===== config.mk =====
export PLATFORM = sky130hd
export DESIGN_NAME = sd_access_arbiter
export DESIGN_NICKNAME = d
export VERILOG_FILES = /design/src/rtl/sd_access_arbiter.sv
export SDC_FILE = /design/constraint.sdc
export NUM_CORES = 1
export LEC_CHECK = 0
export CAP_MARGIN = 0
export CORE_MARGIN = 3
export CORE_UTILIZATION = 39
export DETAILED_ROUTE_END_ITERATION = 16
export PLACE_DENSITY = 0.9
export SYNTH_ARGS = -nofsm -noshare
export SYNTH_HDL_FRONTEND = slang
export SYNTH_SLANG_ARGS = --single-unit

===== constraint.sdc =====
create_clock -name clk -period 2.55 [get_ports clk]
set_clock_uncertainty 0.05 [all_clocks]
set_input_delay 0.3825 -clock clk [delete_from_list [all_inputs] [get_ports clk]]
set_output_delay 0.3825 -clock clk [all_outputs]
set_load 0.1 [all_outputs]

===== src/rtl/sd_access_arbiter.sv =====
// Round-robin arbiter sharing one SD controller between two block requesters,
// with per-transaction address/count latching, data-strobe routing and a watchdog.
module sd_access_arbiter #(
  parameter logic [23:0] TIMEOUT_CYCLES = 24'd5_000_000
) (
  input  logic        clk,
  input  logic        rst_n,
  input  logic [1:0]  req_enable,
  input  logic [63:0] req_addr_block,
  input  logic [63:0] req_serial_count,
  input  logic [63:0] req_in_data,
  output logic [1:0]  req_complite,
  output logic [1:0]  req_fail,
  output logic [1:0]  req_out_data_valid,
  output logic [1:0]  req_input_data_valid,
  output logic [1:0]  grant,
  output logic        timeout_pulse,
  input  logic        sd_init_complite,
  output logic        sd_enable,
  output logic [31:0] sd_addr_block,
  output logic [31:0] sd_serial_count,
  input  logic        sd_complite,
  input  logic        sd_fail,
  input  logic        sd_out_data_valid,
  input  logic        sd_input_data_valid,
  output logic [31:0] sd_input_data
);

  localparam logic [1:0] StIdle    = 2'd0;
  localparam logic [1:0] StActive  = 2'd1;
  localparam logic [1:0] StRelease = 2'd2;

  logic [1:0]  state_q, state_d;
  logic [1:0]  grant_q, grant_d;
  logic [1:0]  complite_q, complite_d;
  logic [1:0]  fail_q, fail_d;
  logic        sd_enable_q, sd_enable_d;
  logic        timeout_q, timeout_d;
  logic [31:0] addr_q, addr_d;
  logic [31:0] count_q, count_d;
  logic [23:0] wd_q, wd_d;
  logic        last_q, last_d;
  logic        g;
  logic        pick;

  assign g = grant_q[1];

  // Reset last_q to 1 so requester 0 wins the first tie.
  always_comb begin
    if (req_enable == 2'b11) pick = ~last_q;
    else                     pick = req_enable[1];
  end

  always_comb begin
    state_d     = state_q;
    grant_d     = grant_q;
    complite_d  = complite_q;
    fail_d      = fail_q;
    sd_enable_d = sd_enable_q;
    timeout_d   = 1'b0;
    addr_d      = addr_q;
    count_d     = count_q;
    wd_d        = wd_q;
    last_d      = last_q;
    unique case (state_q)
      StIdle: begin
        if (sd_init_complite && (req_enable != 2'b00)) begin
          grant_d     = pick ? 2'b10 : 2'b01;
          addr_d      = pick ? req_addr_block[63:32] : req_addr_block[31:0];
          count_d     = pick ? req_serial_count[63:32] : req_serial_count[31:0];
          sd_enable_d = 1'b1;
          wd_d        = '0;
          state_d     = StActive;
        end
      end
      StActive: begin
        if (wd_q != '1) wd_d = wd_q + 24'd1;
        if (sd_fail) begin
          fail_d[g]   = 1'b1;
          sd_enable_d = 1'b0;
          state_d     = StRelease;
        end else if (sd_complite) begin
          complite_d[g] = 1'b1;
          sd_enable_d   = 1'b0;
          state_d       = StRelease;
        end else if (wd_q == TIMEOUT_CYCLES - 24'd1) begin
          fail_d[g]   = 1'b1;
          timeout_d   = 1'b1;
          sd_enable_d = 1'b0;
          state_d     = StRelease;
        end else if (!req_enable[g]) begin
          sd_enable_d = 1'b0;
          state_d     = StRelease;
        end
      end
      StRelease: begin
        if (!req_enable[g] && !sd_complite && !sd_fail) begin
          complite_d = 2'b00;
          fail_d     = 2'b00;
          grant_d    = 2'b00;
          last_d     = g;
          state_d    = StIdle;
        end
      end
      default: state_d = StIdle;
    endcase
  end

  always_ff @(posedge clk or negedge rst_n) begin
    if (!rst_n) begin
      state_q     <= StIdle;
      grant_q     <= 2'b00;
      complite_q  <= 2'b00;
      fail_q      <= 2'b00;
      sd_enable_q <= 1'b0;
      timeout_q   <= 1'b0;
      addr_q      <= '0;
      count_q     <= '0;
      wd_q        <= '0;
      last_q      <= 1'b1;
    end else begin
      state_q     <= state_d;
      grant_q     <= grant_d;
      complite_q  <= complite_d;
      fail_q      <= fail_d;
      sd_enable_q <= sd_enable_d;
      timeout_q   <= timeout_d;
      addr_q      <= addr_d;
      count_q     <= count_d;
      wd_q        <= wd_d;
      last_q      <= last_d;
    end
  end

  assign grant                = grant_q;
  assign req_complite         = complite_q;
  assign req_fail             = fail_q;
  assign sd_enable            = sd_enable_q;
  assign timeout_pulse        = timeout_q;
  assign sd_addr_block        = addr_q;
  assign sd_serial_count      = count_q;
  assign req_out_data_valid   = {2{sd_out_data_valid}} & grant_q;
  assign req_input_data_valid = {2{sd_input_data_valid}} & grant_q;
  assign sd_input_data        = grant_q[1] ? req_in_data[63:32] : req_in_data[31:0];

endmodule


==> flow_metrics.tcl <==
set metrics [dict create \
    peakVddDrop_mv 0.942 \
    final_layout_size_suffix_gt1_share_pct 23.0 \
    clk_pin_slew_ns 0.07 \
    synth_cell_types 62 \
    critPathSlowestCell "dfrtp_1" \
    clock_latency_ns 0.34 \
    synth_top_area_cell "dfrtp_1" \
    fmax_mhz 472 \
    crit_buf_inv 2 \
    yosysWarnings 0 \
    cpPeakStageDelay_ns 0.46 \
    grt_pass1_wl_mm 28.7 \
    grt.total_usage_pct 24.5 \
    status "complete, no violations" \
    worst_slew_pin_slew_ns 0.681 \
    ant_nets 0 \
    clock_sinks 99 \
    drv_slew 0 \
    grt_pass1_vias 5376 \
    setup_tns_ns 0 \
    drc 0 \
    cellLeakagePower_uw 0.00405 \
    cp_max_fo 41 \
    core_area_sq_um 13400 \
    finalCritPeriodShare_pct 83.1 \
    place_congestion 0.978 \
    initial_core_util_pct 40.4 \
    drt_wl_total_mm 19.0 \
    syn_nets 741 \
    synthesis.area_sq_um 5410 \
    drt_first_pass_iters 5 \
    post_cts_buffers 0 \
    arrival_ns 1.69 \
    ctsLongestPathBuffers 2 \
    synth_area_leaders "dfrtp_1 (45%), mux2i_1 (12%), mux2_2 (7.1%)" \
    antenna_found_initial 0 \
    ctsResizeCount 0 \
    syn_inst 539 \
    num_vias 5399 \
    cts_buffers 9 \
    dr_wl_met3_mm 1.51 \
    async_flop_share_pct 100 \
    avgRoutedWirePerCell_microns 18.8 \
    met2_wirelength_mm 9.79 \
    finish.net_count 1036 \
    die_area_sq_um 15300 \
    endpoint_kind "primary output" \
    crit_required_ns 2.12 \
    relSlewSlack_pct 54.6 \
    hold_class "in -> async" \
    synthFlopType "dfrtp_1" \
    die_w_microns 124 \
    rsz0062_at_grt "no" \
    p_total_uw 13500 \
    synth_top_area_share_pct 45.3 \
    gr-total-overflow 0 \
    dr.first_iter.drc_count 279 \
    die_h_microns 124 \
    hold_viol 0 \
    rows 42 \
    area_growth_pct 70.2 \
    tritoncts "built" \
    io_buffers 308 \
    holdBufCountCts 0 \
    htree_levels 3 \
    cts_root_buf "clkbuf_16" \
    powerDensity_nw_per_um2 1460 \
    ys_ff_latch 99 \
    maxCapViolations 0 \
    period_needed_ns 2.12 \
    cp_common_cell "buf_12" \
    finalSetupViolCount 0 \
    synth_edf_count 0 \
    io_pins 309 \
    wirelength_met1_mm 7.22 \
    crit_chain "buf_12, mux2_2, buf_12" \
    grt_max_degree 77 \
    diodes 0 \
    seq_area_frac_synth_pct 45.8 \
    vias_per_cell 5.32 \
    path_class "reg -> out" \
    top_layer "met4" \
    syn_avg_cell_area_sq_um 10.0 \
    path_delay_family "flip-flops" \
    dp_hpwl_mm 15.2 \
    worstSetupStartpointType "flop" \
]
cell usage after synthesis (all sizes together) (2+ instances only):
cell    instances
a21o            4
a21oi          11
a22o            2
a31oi           8
a32oi           3
a41oi           3
and2            6
and3            3
and4            5
buf            23
clkbuf         18
dfrtp          98
inv             3
mux2           34
mux2i          65
nand2          86
nand3          16
nand4           9
nand4b          2
nor2           13
nor3            8
nor4            5
nor4b           3
o211ai          5
o21a            4
o21ai          74
o311ai          4
o31ai           4
o41ai           2
metrics by stage:
step / instances / setup WS (ns) / cell area (sq um) / hold WS, ns / util (%)
global placement: 999 / 0.392 / 8890 / 0.412 / 66.4
finish: 1015 / 0.430 / 9210 / 0.0302 / 68.7
detailed placement: 999 / 0.351 / 8890 / 0.417 / 66.4
CTS: 1015 / 0.445 / 9210 / 0.0491 / 68.7
global route: 1015 / 0.314 / 9210 / 0.0798 / 68.7
floorplan: 539 / 0.0207 / 5410 / 0.0369 / -
worst paths after layout:
| kind | startpoint | endpoint | slack (ns) | cells past startpoint |
|---|---|---|---|---|
| min in group clk | sd_addr_block[25] | sd_addr_block[25] | 0.43 | 2 |
| max | grant[1] | sd_input_data[29] | 0.43 | 3 |
| max reg2reg | wd_q[11] | wd_q[0] | 0.45 | 5 |
| min reg2reg | sd_addr_block[25] | sd_addr_block[25] | 0.43 | 2 |
| min | rst_n | wd_q[7] | 0.03 | 1 |
| max in group asynchronous | rst_n | wd_q[17] | 1.83 | 2 |
state kept, by name (all words and copies together) (netlist names):
signal / cells
timeout_pulse: 1
grant: 2
last_q: 1
state_q: 2
req_complite: 2
req_fail: 2
wd_q: 24
sd_addr_block: 32
sd_serial_count: 32
sd_enable: 1
final cells by class:
cell class / instances / area (sq um)
fill: 981 / 4190
timing repair buffer: 325 / 3490
multi-input combinational: 396 / 2700
sequential: 99 / 2480
clock buffer: 11 / 233
tap: 176 / 220
clock inverter: 5 / 85.1
inverter: 3 / 11.3
layout by cell type (no fill, tap or decap), types with 3 or more instances in the layout:
master | synthesis | routed
and2_2 | 1 | 3
nor2_1 | 13 | 13
o21a_1 | 4 | 4
a21oi_1 | 11 | 11
mux2i_1 | 65 | 65
a32oi_1 | 3 | 3
o21ai_0 | 74 | 74
nand3_1 | 16 | 16
clkdlybuf4s50_1 | 0 | 199
nand4_1 | 8 | 8
clkbuf_16 | 0 | 9
a31oi_1 | 8 | 8
o211ai_1 | 5 | 5
buf_4 | 1 | 82
buf_12 | 0 | 44
mux2_2 | 34 | 34
nand2_1 | 86 | 85
a41oi_1 | 3 | 3
a21o_1 | 3 | 3
inv_1 | 3 | 3
nor3_1 | 8 | 8
dfrtp_1 | 98 | 98
o31ai_1 | 4 | 4
nor4_1 | 5 | 5
power breakdown:
part	switching [uW]	internal, uW
Combinational	6980	2430
Sequential	422	2200
Clock	596	866
cells by family after synthesis:
logic type	share of synthesized area (%)
AO/OA/AOI/OAI	15.2
adder cells (fa/ha/maj)	0.231
flip-flops	45.8
buffers and inverters	4.76
AND/OR/NAND/NOR	14.9
multiplexers	19.1
worst reg2reg max path, stage by stage, from the launching register on:
cell and delay, ns:
dfrtp_1 0.52, nand4_2 0.21, nor4_1 0.49, a21oi_1 0.24, buf_4 0.21, mux2_2 0.25
per-layer routing:
| layer | track usage, % | up-vias |
|---|---|---|
| met3 | 5.90 | 40 |
| met1 | 30.2 | 2520 |
| met4 | 8.10 | 0 |
| li1 | - | 2565 |
| met2 | 42.1 | 274 |
| met5 | 0 | - |
Power figures use the tool's default switching activity.
==> RTL edit: new RTL, same settings <==
Make the reset (`rst_n`) synchronous in one clocked block.
--- a/src/rtl/sd_access_arbiter.sv
+++ b/src/rtl/sd_access_arbiter.sv
@@ -108,3 +108,3 @@
 
-  always_ff @(posedge clk or negedge rst_n) begin
+  always_ff @(posedge clk) begin
     if (!rst_n) begin
Formal check against the unedited RTL: differs if rst_n is asserted again (counterexample within 4 cycles, from zero or initial values and one cycle with rst_n low); with rst_n held inactive, the same outputs for 4 cycles.
==> RTL edit against the unedited design <==
- via count is 1.1% higher
- synthesized area decreased by 4.1%
- global-route usage down 0.13 points
- final cell count increased by 0.59%
- sequential cell count did not move
- routed wire length decreased by 4.2%
- worst setup slack got worse by 110 ps
- final area is 2.8% lower
- critical endpoint is now sd_input_data[5]
- highest routed layer unchanged
Power is not compared: it rests on default switching activity, and its combinational part moved more than twofold at a synthesized area within 25%.
==> RTL edit: results (changes against the unedited design) <==
Timing
  • Worst rel slew slack: 63.3% (+8.7 points)
  • Fmax: 449 MHz (-4.7%)
  • Hold slack final: 417 ps (+387 ps)

Layout
  • Share of cells above drive strength 1: 21.1% (-1.9 points)
  • # nets final: 1,046 (+0.97%)
  • Fillers: 949 (-3.3%)
  • Area Overhead vs Synth: 72.5%
  • Ant. Diodes: 0 (unchanged)

GRT
  • Vias in the first global route: 5,418 (+0.78%)
  • First-pass GRT wire length: 28,500 µm (-0.51%)
  • Gr usage total: 24.4% (-0.13 points)
  • Largest net degree at the start of global routing: 88 (+14%)
  • GRT Residual Overflow: 0 (unchanged)
  • Initial antenna violation count: 0 (unchanged)

Run status
  • Outcome: finished, final reports clean

Worst setup path
  • CP arrival: 1790 ps (+100 ps)
  • Crit path max fanout: 23 (-44%)
  • Worst reg2reg setup slack: 420 ps (-30 ps)

Placement
  • HPWL Detailed: 14,600 µm (-4.3%)
  • Gpl congestion: 0.902 (-7.8%)
  • Placed Area: 0.00865 mm² (-2.8%)
  • Pre-CTS setup slack: 244 ps (-107 ps)
  • Port bufs: 308 (unchanged)

Power and ir drop
  • LEAKAGE: 4.15 nW
  • Peak supply drop: 0.000304 V

Clocking
  • CTS Buf Count: 9 (unchanged)
  • Postcts setup bufs: 0 (unchanged)
  • Htree depth: 3 (unchanged)
  • Hold_buf cts: 0 (unchanged)
  • # resized after CTS: 0 (unchanged)
  • Root Driver: clkbuf_16
  • Clk slew on worst S/H paths: 70 ps (about the same)
  • Worst-Skew Late Latency: 330 ps
  • Longest Clk Path Bufs: 2 (unchanged)

Detailed routing
  • Drt pass-1 iters: 6 (+1)
  • WL/cell: 17.9 µm (-4.7%)
  • DRT iter0 DRCs: 314 (+13%)
  • Total wire length: 18,300 µm (-4.2%)
  • Vias: 5,458 (+1.1%)

Logic synthesis
  • Synthesized area per cell: 9.28 µm² (-7.5%)
  • Seq/Total Area, Yosys: 38.2% (-7.6 points)
  • Top post-synthesis cells by area: dfxtp_1 (38%), mux2i_1 (13%), o211a_1 (13%)
  • Unique masters post-synth: 49 (-21%)
  • Async SR Flop Fraction: 0% (-100 points)
  • Syn nets: 761 (+2.7%)
  • YS warnings: 0 (unchanged)
  • Most instantiated cells after synthesis: dfxtp_1 (99), nand2_1 (88), mux2i_1 (65), o211a_1 (65), mux2_2 (32)

Hold path
  • Hold crit path type: input pin to flip-flop
==> RTL edit: cell types whose count changed after synthesis, sizes merged, moves of 5 or more <==
cell    before  now
dfxtp        0   99
dfrtp       98    0
o211a        0   65
o21ai       74   18
clkbuf      18   31
buf         23   14
and3         3    9
a21boi       1    6
==> RTL edit: worst max-delay path, stage by stage (launching register included) <==
cell	delay, ps
dfxtp_2	630
buf_12	240
mux2_2	400
buf_12	180
==> RTL edit: metal layers <==
metal / global-route usage [%] / vias to the layer above / wire [µm]
li1: - / 2649 / -
met1: 28.8 / 2556 / 7020
met2: 43.3 / 218 / 9510
met3: 5.36 / 35 / 1210
met4: 8.47 / 0 / 515
met5: 0 / - / 0
==> RTL edit: final timing paths <==
check / from / endpoint / cells after the start
worst max-delay path: grant[1]$_SDFFE_PN0P_ / sd_input_data[5] / 3
worst min-delay path: rst_n / last_q$_SDFFE_PN1P_ / 2
worst max register to register: wd_q[5]$_SDFFE_PN0P_ / wd_q[7]$_SDFFE_PN0P_ / 6
worst min register to register: wd_q[23]$_SDFFE_PN0P_ / wd_q[23]$_SDFFE_PN0P_ / 2
==> RTL edit: cell type report <==
cell class	count	area share [%]
Timing Repair Buffer	319	38.0
Multi-Input combinational cell	409	33.8
Sequential cell	99	22.2
Clock buffer	11	2.71
Tap cell	172	2.40
Clock inverter	5	0.671
Inverter	6	0.252
==> RTL edit: cell families after synthesis <==
logic type / synth area share (%)
AO/OA/AOI/OAI: 21.2
adder cells (fa/ha/maj): 0.241
buffers and inverters: 3.91
flip-flops: 38.2
multiplexers: 19.5
AND/OR/NAND/NOR: 16.9
==> RTL edit: where the power goes <==
part           switching [mW]  internal (mW)  total [mW]
clock network           0.585          0.792        1.38
registers              0.0685           1.65        1.72
logic                    1.43          0.753        2.18
